`src/rtl/nibble_serial_add_ctrl.sv`:
```
// nibble_serial_add_ctrl
//   Runs a multi-word add/subtract through one external 4-bit combinational
//   adder, one nibble per clock, least-significant nibble first. The carry
//   between nibbles is held in a register. Upstream uses start/busy/done.
//
// Ports
//   clk, rst_n         clock (rising edge), asynchronous active-low reset
//   start              request pulse, only sampled in IDLE
//   op_sub             0: a+b, 1: a-b (latched with start)
//   a, b               W-bit operands (latched with start)
//   busy               high in RUN and DONE
//   done               one-cycle pulse, result valid
//   result             sum/difference, held until the next accepted start
//   cout               final carry out (subtract: 1 = no borrow)
//   ovf                signed two's-complement overflow
//   zero               result == 0
//   add_i0/i1/cin      drive the external adder
//   add_sum/add_carry  sampled from the external adder
module nibble_serial_add_ctrl #(
  parameter int unsigned NIBBLES = 4
) (
  input  logic                 clk,
  input  logic                 rst_n,
  input  logic                 start,
  input  logic                 op_sub,
  input  logic [4*NIBBLES-1:0] a,
  input  logic [4*NIBBLES-1:0] b,
  output logic                 busy,
  output logic                 done,
  output logic [4*NIBBLES-1:0] result,
  output logic                 cout,
  output logic                 ovf,
  output logic                 zero,
  output logic [3:0]           add_i0,
  output logic [3:0]           add_i1,
  output logic                 add_cin,
  input  logic [3:0]           add_sum,
  input  logic                 add_carry
);

  localparam int unsigned W  = 4 * NIBBLES;
  localparam int unsigned IW = (NIBBLES > 1) ? $clog2(NIBBLES) : 1;
  localparam logic [IW-1:0] LAST = IW'(NIBBLES - 1);

  typedef enum logic [1:0] {
    IDLE = 2'd0,
    RUN  = 2'd1,
    DONE = 2'd2
  } state_t;

  state_t        state, state_nxt;
  logic [W-1:0]  a_r, b_r;
  logic          sub_r;
  logic          carry_r;
  logic [IW-1:0] idx;

  logic [3:0]    a_nib, b_nib;
  logic [W-1:0]  result_nxt;
  logic          accept;
  logic          last;
  logic          b_eff_msb;

  // Nibble selects and the result with the current nibble merged in; the
  // merged value lets the zero flag include the final nibble on the same edge.
  always_comb begin
    a_nib      = a_r[{idx, 2'b00} +: 4];
    b_nib      = b_r[{idx, 2'b00} +: 4];
    result_nxt = result;
    result_nxt[{idx, 2'b00} +: 4] = add_sum;
    b_eff_msb  = b_r[W-1] ^ sub_r;
  end

  always_ff @(posedge clk or negedge rst_n) begin
    if (!rst_n) begin
      state <= IDLE;
    end else begin
      state <= state_nxt;
    end
  end

  always_comb begin
    state_nxt = state;
    busy      = 1'b0;
    done      = 1'b0;
    add_i0    = '0;
    add_i1    = '0;
    add_cin   = 1'b0;
    accept    = 1'b0;
    last      = 1'b0;
    case (state)
      IDLE: begin
        if (start) begin
          accept    = 1'b1;
          state_nxt = RUN;
        end
      end
      RUN: begin
        busy    = 1'b1;
        add_i0  = a_nib;
        add_i1  = b_nib ^ {4{sub_r}};
        add_cin = carry_r;
        if (idx == LAST) begin
          last      = 1'b1;
          state_nxt = DONE;
        end
      end
      DONE: begin
        busy      = 1'b1;
        done      = 1'b1;
        state_nxt = IDLE;
      end
      default: state_nxt = IDLE;
    endcase
  end

  always_ff @(posedge clk or negedge rst_n) begin
    if (!rst_n) begin
      a_r     <= '0;
      b_r     <= '0;
      sub_r   <= 1'b0;
      carry_r <= 1'b0;
      idx     <= '0;
      result  <= '0;
      cout    <= 1'b0;
      ovf     <= 1'b0;
      zero    <= 1'b0;
    end else if (accept) begin
      a_r     <= a;
      b_r     <= b;
      sub_r   <= op_sub;
      // Subtraction is a + ~b + 1: the +1 enters as the first carry-in.
      carry_r <= op_sub;
      idx     <= '0;
      result  <= '0;
      cout    <= 1'b0;
      ovf     <= 1'b0;
      zero    <= 1'b0;
    end else if (state == RUN) begin
      result  <= result_nxt;
      carry_r <= add_carry;
      idx     <= idx + 1'b1;
      if (last) begin
        cout <= add_carry;
        ovf  <= (a_r[W-1] == b_eff_msb) && (add_sum[3] != a_r[W-1]);
        zero <= (result_nxt == '0);
      end
    end
  end

endmodule

```
`config.mk`:
```
export PLATFORM = sky130hd
export DESIGN_NAME = nibble_serial_add_ctrl
export DESIGN_NICKNAME = d
export VERILOG_FILES = /design/src/rtl/nibble_serial_add_ctrl.sv
export SDC_FILE = /design/constraint.sdc
export NUM_CORES = 1
export LEC_CHECK = 0
export CAP_MARGIN = 20
export CORE_ASPECT_RATIO = 1.4
export CORE_MARGIN = 5
export CORE_UTILIZATION = 30
export CTS_BUF_LIST = sky130_fd_sc_hd__clkbuf_8
export CTS_CLUSTER_DIAMETER = 200
export CTS_CLUSTER_SIZE = 40
export DETAILED_ROUTE_END_ITERATION = 10
export GPL_TIMING_DRIVEN = 1
export PLACE_DENSITY = 0.51
export SYNTH_ARGS = -nofsm -noshare
export SYNTH_HDL_FRONTEND = slang
export SYNTH_SLANG_ARGS = --single-unit
export TNS_END_PERCENT = 10
```
`constraint.sdc`:
```
create_clock -name clk -period 4.25 [get_ports clk]
set_input_delay 1.0625 -clock clk [delete_from_list [all_inputs] [get_ports clk]]
set_output_delay 1.0625 -clock clk [all_outputs]
set_load 0.005 [all_outputs]
```
* After elaboration in Yosys (flattened, before gate mapping) *
Index checks and enable logic that the tools add are counted.

word-level totals
  flip-flop bits (word level) = 57
  input bits = 41
  output and inout bits = 30
  word-level logic and storage cells = 61

operators by class
  add/subtract/negate cells = 2
  eq/ne operators = 7
  shifts and indexed selects = 4
  muxes and demuxes = 28
  bitwise gates (word level) = 2
  reductions and logical operators = 8

operators with widths
  kind                                                                     count
  16-bit 2-to-1 mux                                                        2
  16-bit by 5-bit variable part select with 4-bit output                   2
  1-bit 2-to-1 mux                                                         18
  16-bit bitwise mux                                                       1
  16-bit zero test                                                         1
  4-bit by 6-bit variable shift with 16-bit output (first input constant)  1
  4-bit by 6-bit variable part select with 16-bit output                   1
  2-bit 2-to-1 mux                                                         4
  4-bit 2-to-1 mux                                                         2
  4-bit negator with 6-bit output                                          1
  2-bit == test (second input constant)                                    2
  2-bit != test (second input constant)                                    2
  2-bit case mux with 2 select lines                                       1
  2-bit AND reduction                                                      2
  2-bit nonzero test                                                       2
  4-bit XOR                                                                1
  2-bit by 1-bit adder with 2-bit output (second input constant)           1
  2-bit by 1-bit == test with 1-bit output (second input constant)         1
  2-bit zero test                                                          1
  2-bit OR reduction                                                       1
  1-bit == test                                                            1
  1-bit logical AND                                                        1
  1-bit != test                                                            1
  1-bit XOR                                                                1

* Longest topological paths before layout *
  depth after elaboration = 7
  mapped depth = 9

* Worst setup path after synthesis *
OpenSTA, ideal clock, no wires.

  kind = reg2out
  start point = register idx[0]
  end point = output port add_i0[3]
  data arrival time = 1.382 ns
  required time = 3.188 ns
  slack = 1.806 ns
  cell stages (with the launch flop) = 5
  path buffers = 2
  cell sequence = dfrtp_1 > buf_4 > buf_4 > mux4_2 > and2_1

on the way
  word-level cells in the longest chain between the ends = 2

ends and longest elaborated chain
  item                                                    line  text
  from (decl)                                             55    logic [IW-1:0] idx;
  from (signal assigned)                                  141   idx <= idx + 1'b1;
  16-bit by 5-bit variable part select with 4-bit output  66    a_nib = a_r[{idx, 2'b00} +: 4];
  4-bit 2-to-1 mux                                        90    case (state)
  to (decl)                                               34    output logic [3:0] add_i0,

Every way passes these cells.

* Final worst setup path *
  start point = register idx[0]
  end point = output port add_i1[3]

on the way
  word-level cells in the longest chain between the ends = 3

ends and longest elaborated chain
  item                                                    line  text
  16-bit by 5-bit variable part select with 4-bit output  67    b_nib = b_r[{idx, 2'b00} +: 4];
  4-bit XOR                                               100   add_i1 = b_nib ^ {4{sub_r}};
  4-bit 2-to-1 mux                                        90
  to (decl)                                               35    output logic [3:0] add_i1,

Every way passes these cells.

==> reports/results.tsv <==
metric	value	unit
status	complete, no violations	
root buffer cell	clkbuf_8	
post-synth top area share	49.4	%
post-route setup slack	0.506	ns
vias per cell	4.82	
WL/cell	15.1	um
Lkg Pwr	0.00175	uW
H-tree lvl count	3	
die area	11700	um2
Post-Syn Area	2890	um2
clk_skew	0.00581	ns
post-cts sizing count	0	
Chip Height	126	um
Antenna Nets Post-Route	0	
Clock Sinks	57	
I/O pins	71	
GRT Overall Usage	13.4	%
Setup crit end kind	primary output	
CP Class	reg2out	
Final Hold Slack	0.471	ns
register area share after synthesis	49.4	%
slack of the worst reg-to-reg path	1.42	ns
CTS tree	built	
GPL Wtd Cong	0.838	
flops & latches, synth	57	
Initial Util	30.5	%
fin crit share	88.1	%
clock latency at the later pin of the worst-skew pair	0.33	ns
dpl cells	473	
DR iter-0 viols	103	
Die Width	92.9	um
# Max-Cap Violations	0	
Post-route DRC	0	
Crit Path Max Fanout	20	
first-pass GRT wire length	12100	um
Synth area leaders	dfrtp_1 (49%), nand2_1 (15%), mux4_2 (6.2%)	
Vias	2357	
min-delay worst type	reg2reg	
Worst Path Arrival	2.68	ns
clk buf depth	2	
Startpoint Class	flip-flop	
Syn Area/Cell	9.40	um2
RSZ-0062 raised after global routing	false	
layout cells sized above 1	8.18	%
DR pass1 iterations	4	
yosys warns	0	
FILL cells	967	
post-route design area	3850	um2
PortBufs	70	
row cnt	42	
Layout Nets	425	
Hold Violations, Final	0	
clock-pin slew on the worst setup and hold paths	0.07	ns
Slew HR	31.6	%
unique cell type count in the Yosys netlist	39	
Hold-fix buffers, CTS	0	
VDD IR max	0.217	mV
setup bufs post-CTS	0	
gr ovfl total	0	
Worst-Margin Slew	1.03	ns
core area	9460	um2
Antenna Cells	0	
Post-DP HPWL	5190	um
Pins Over Slew Limit	0	
Num CTS Buffers	9	
post-synthesis net count	358	
pre-CTS setup slack	0.810	ns
fmax	267	MHz
Non-Filler Instances	489	
post-route setup TNS	0	ns
vias in the first global route	2435	
number of antenna violations at the first check in global routing	0	
Pwr Density	647	nW/um2
largest net degree at the start of global routing	56	
Final min period	3.74	ns
cells after synthesis	307	
Layout area overhead	33.6	%
Final Setup Violations	0	
Critical Path RT	3.19	ns
Total Routed Length	7400	um
area leader, netlist	dfrtp_1	
Area after DPL	3660	um2
==> stage by stage <==
stage                     utilization, %  total power [uW]
final                               40.8              2490
after global routing                40.8              2700
after CTS                           40.8              2540
after detailed placement            38.7              2050
after global placement              38.7              2030
after floorplan                        -              1620
==> layer usage <==
layer | wire [um] | part of all wire (%) | track usage (%) | up-vias
li1 | - | - | - | 1162
met1 | 3190 | 43 | 16.0 | 1120
met2 | 3700 | 50 | 21.9 | 60
met3 | 329 | 4.4 | 3.46 | 15
met4 | 181 | 2.4 | 6.82 | 0
met5 | 0 | 0 | 0 | -
==> placed cells by master, fill, tap and decap left out, types with 8 or more instances in the layout <==
| cell | instances |
|---|---|
| a21oi_1 | 9 |
| a22oi_1 | 11 |
| and2_1 | 9 |
| clkbuf_8 | 13 |
| clkdlybuf4s50_1 | 69 |
| dfrtp_1 | 57 |
| ha_1 | 10 |
| mux4_2 | 8 |
| nand2_1 | 112 |
| nor2_1 | 18 |
==> cell type report <==
type	count	area (um2)	share of cell area, %
multi-input cells	227	1360	35.2
repair buffers	73	718	18.6
inverters	6	22.5	0.584
clock inverters	3	13.8	0.357
clock buffers	13	179	4.64
flip-flops and latches	57	1430	37.0
well taps	110	138	3.57
==> flip-flops by register name (all words and copies together), names as in the netlist <==
signal and count:
sub_r 1, idx 2, ovf 1, carry_r 1
zero 1, a_r 16, cout 1, b_r 16
state 2, result 16
==> cells in the mapped netlist, drive strengths merged <==
library cell	n
a211o	1
a211oi	2
a21o	1
a21oi	9
a22oi	11
and2	10
and3b	1
buf	5
clkbuf	12
dfrtp	57
ha	10
inv	6
mux2	1
mux2i	3
mux4	8
nand2	112
nand2b	1
nand3	2
nand3b	1
nand4	4
nand4bb	1
nor2	18
nor2b	3
nor3	2
nor3b	2
nor4	3
nor4b	1
nor4bb	2
o2111ai	2
o21a	1
o21ai	5
o22ai	1
o31ai	1
or3	2
xnor2	1
xor2	5
==> final timing paths <==
check,end,startpoint,cells after the start
worst min register to register,a_r[13],a_r[13],2
min in group asynchronous,result[7],rst_n,1
worst max register to register,zero,idx[0],6
worst min-delay path,a_r[13],a_r[13],2
worst max-delay path,add_i1[3],idx[0],4
max in group asynchronous,a_r[6],rst_n,2
==> cell families (layout without fill, tap and decap cells) <==
family	after synthesis	count (layout)	share of synthesized area, %
AND/OR/NAND/NOR	165	165	25.3
flip-flops	57	57	49.4
multiplexers	12	12	7.68
adder cells (fa/ha/maj)	10	10	4.34
XOR/XNOR	6	6	1.82
buffers and inverters	23	95	3.56
AO/OA/AOI/OAI	34	34	7.89
==> critical path, cell delays in order, from the launching register on <==
cell	delay, ns
dfrtp_1	0.95
mux4_2	0.61
xor2_1	0.13
and2_1	0.16
clkdlybuf4s50_1	0.50
==> power breakdown <==
group / internal (uW) / switching, uW / total, uW / leakage (uW)
clock: 271 / 211 / 482 / 0.000107
combinational: 562 / 536 / 1100 / 0.000913
sequential: 742 / 173 / 915 / 0.000734
total: 1580 / 920 / 2490 / 0.00175
Power figures use the tool's default switching activity.
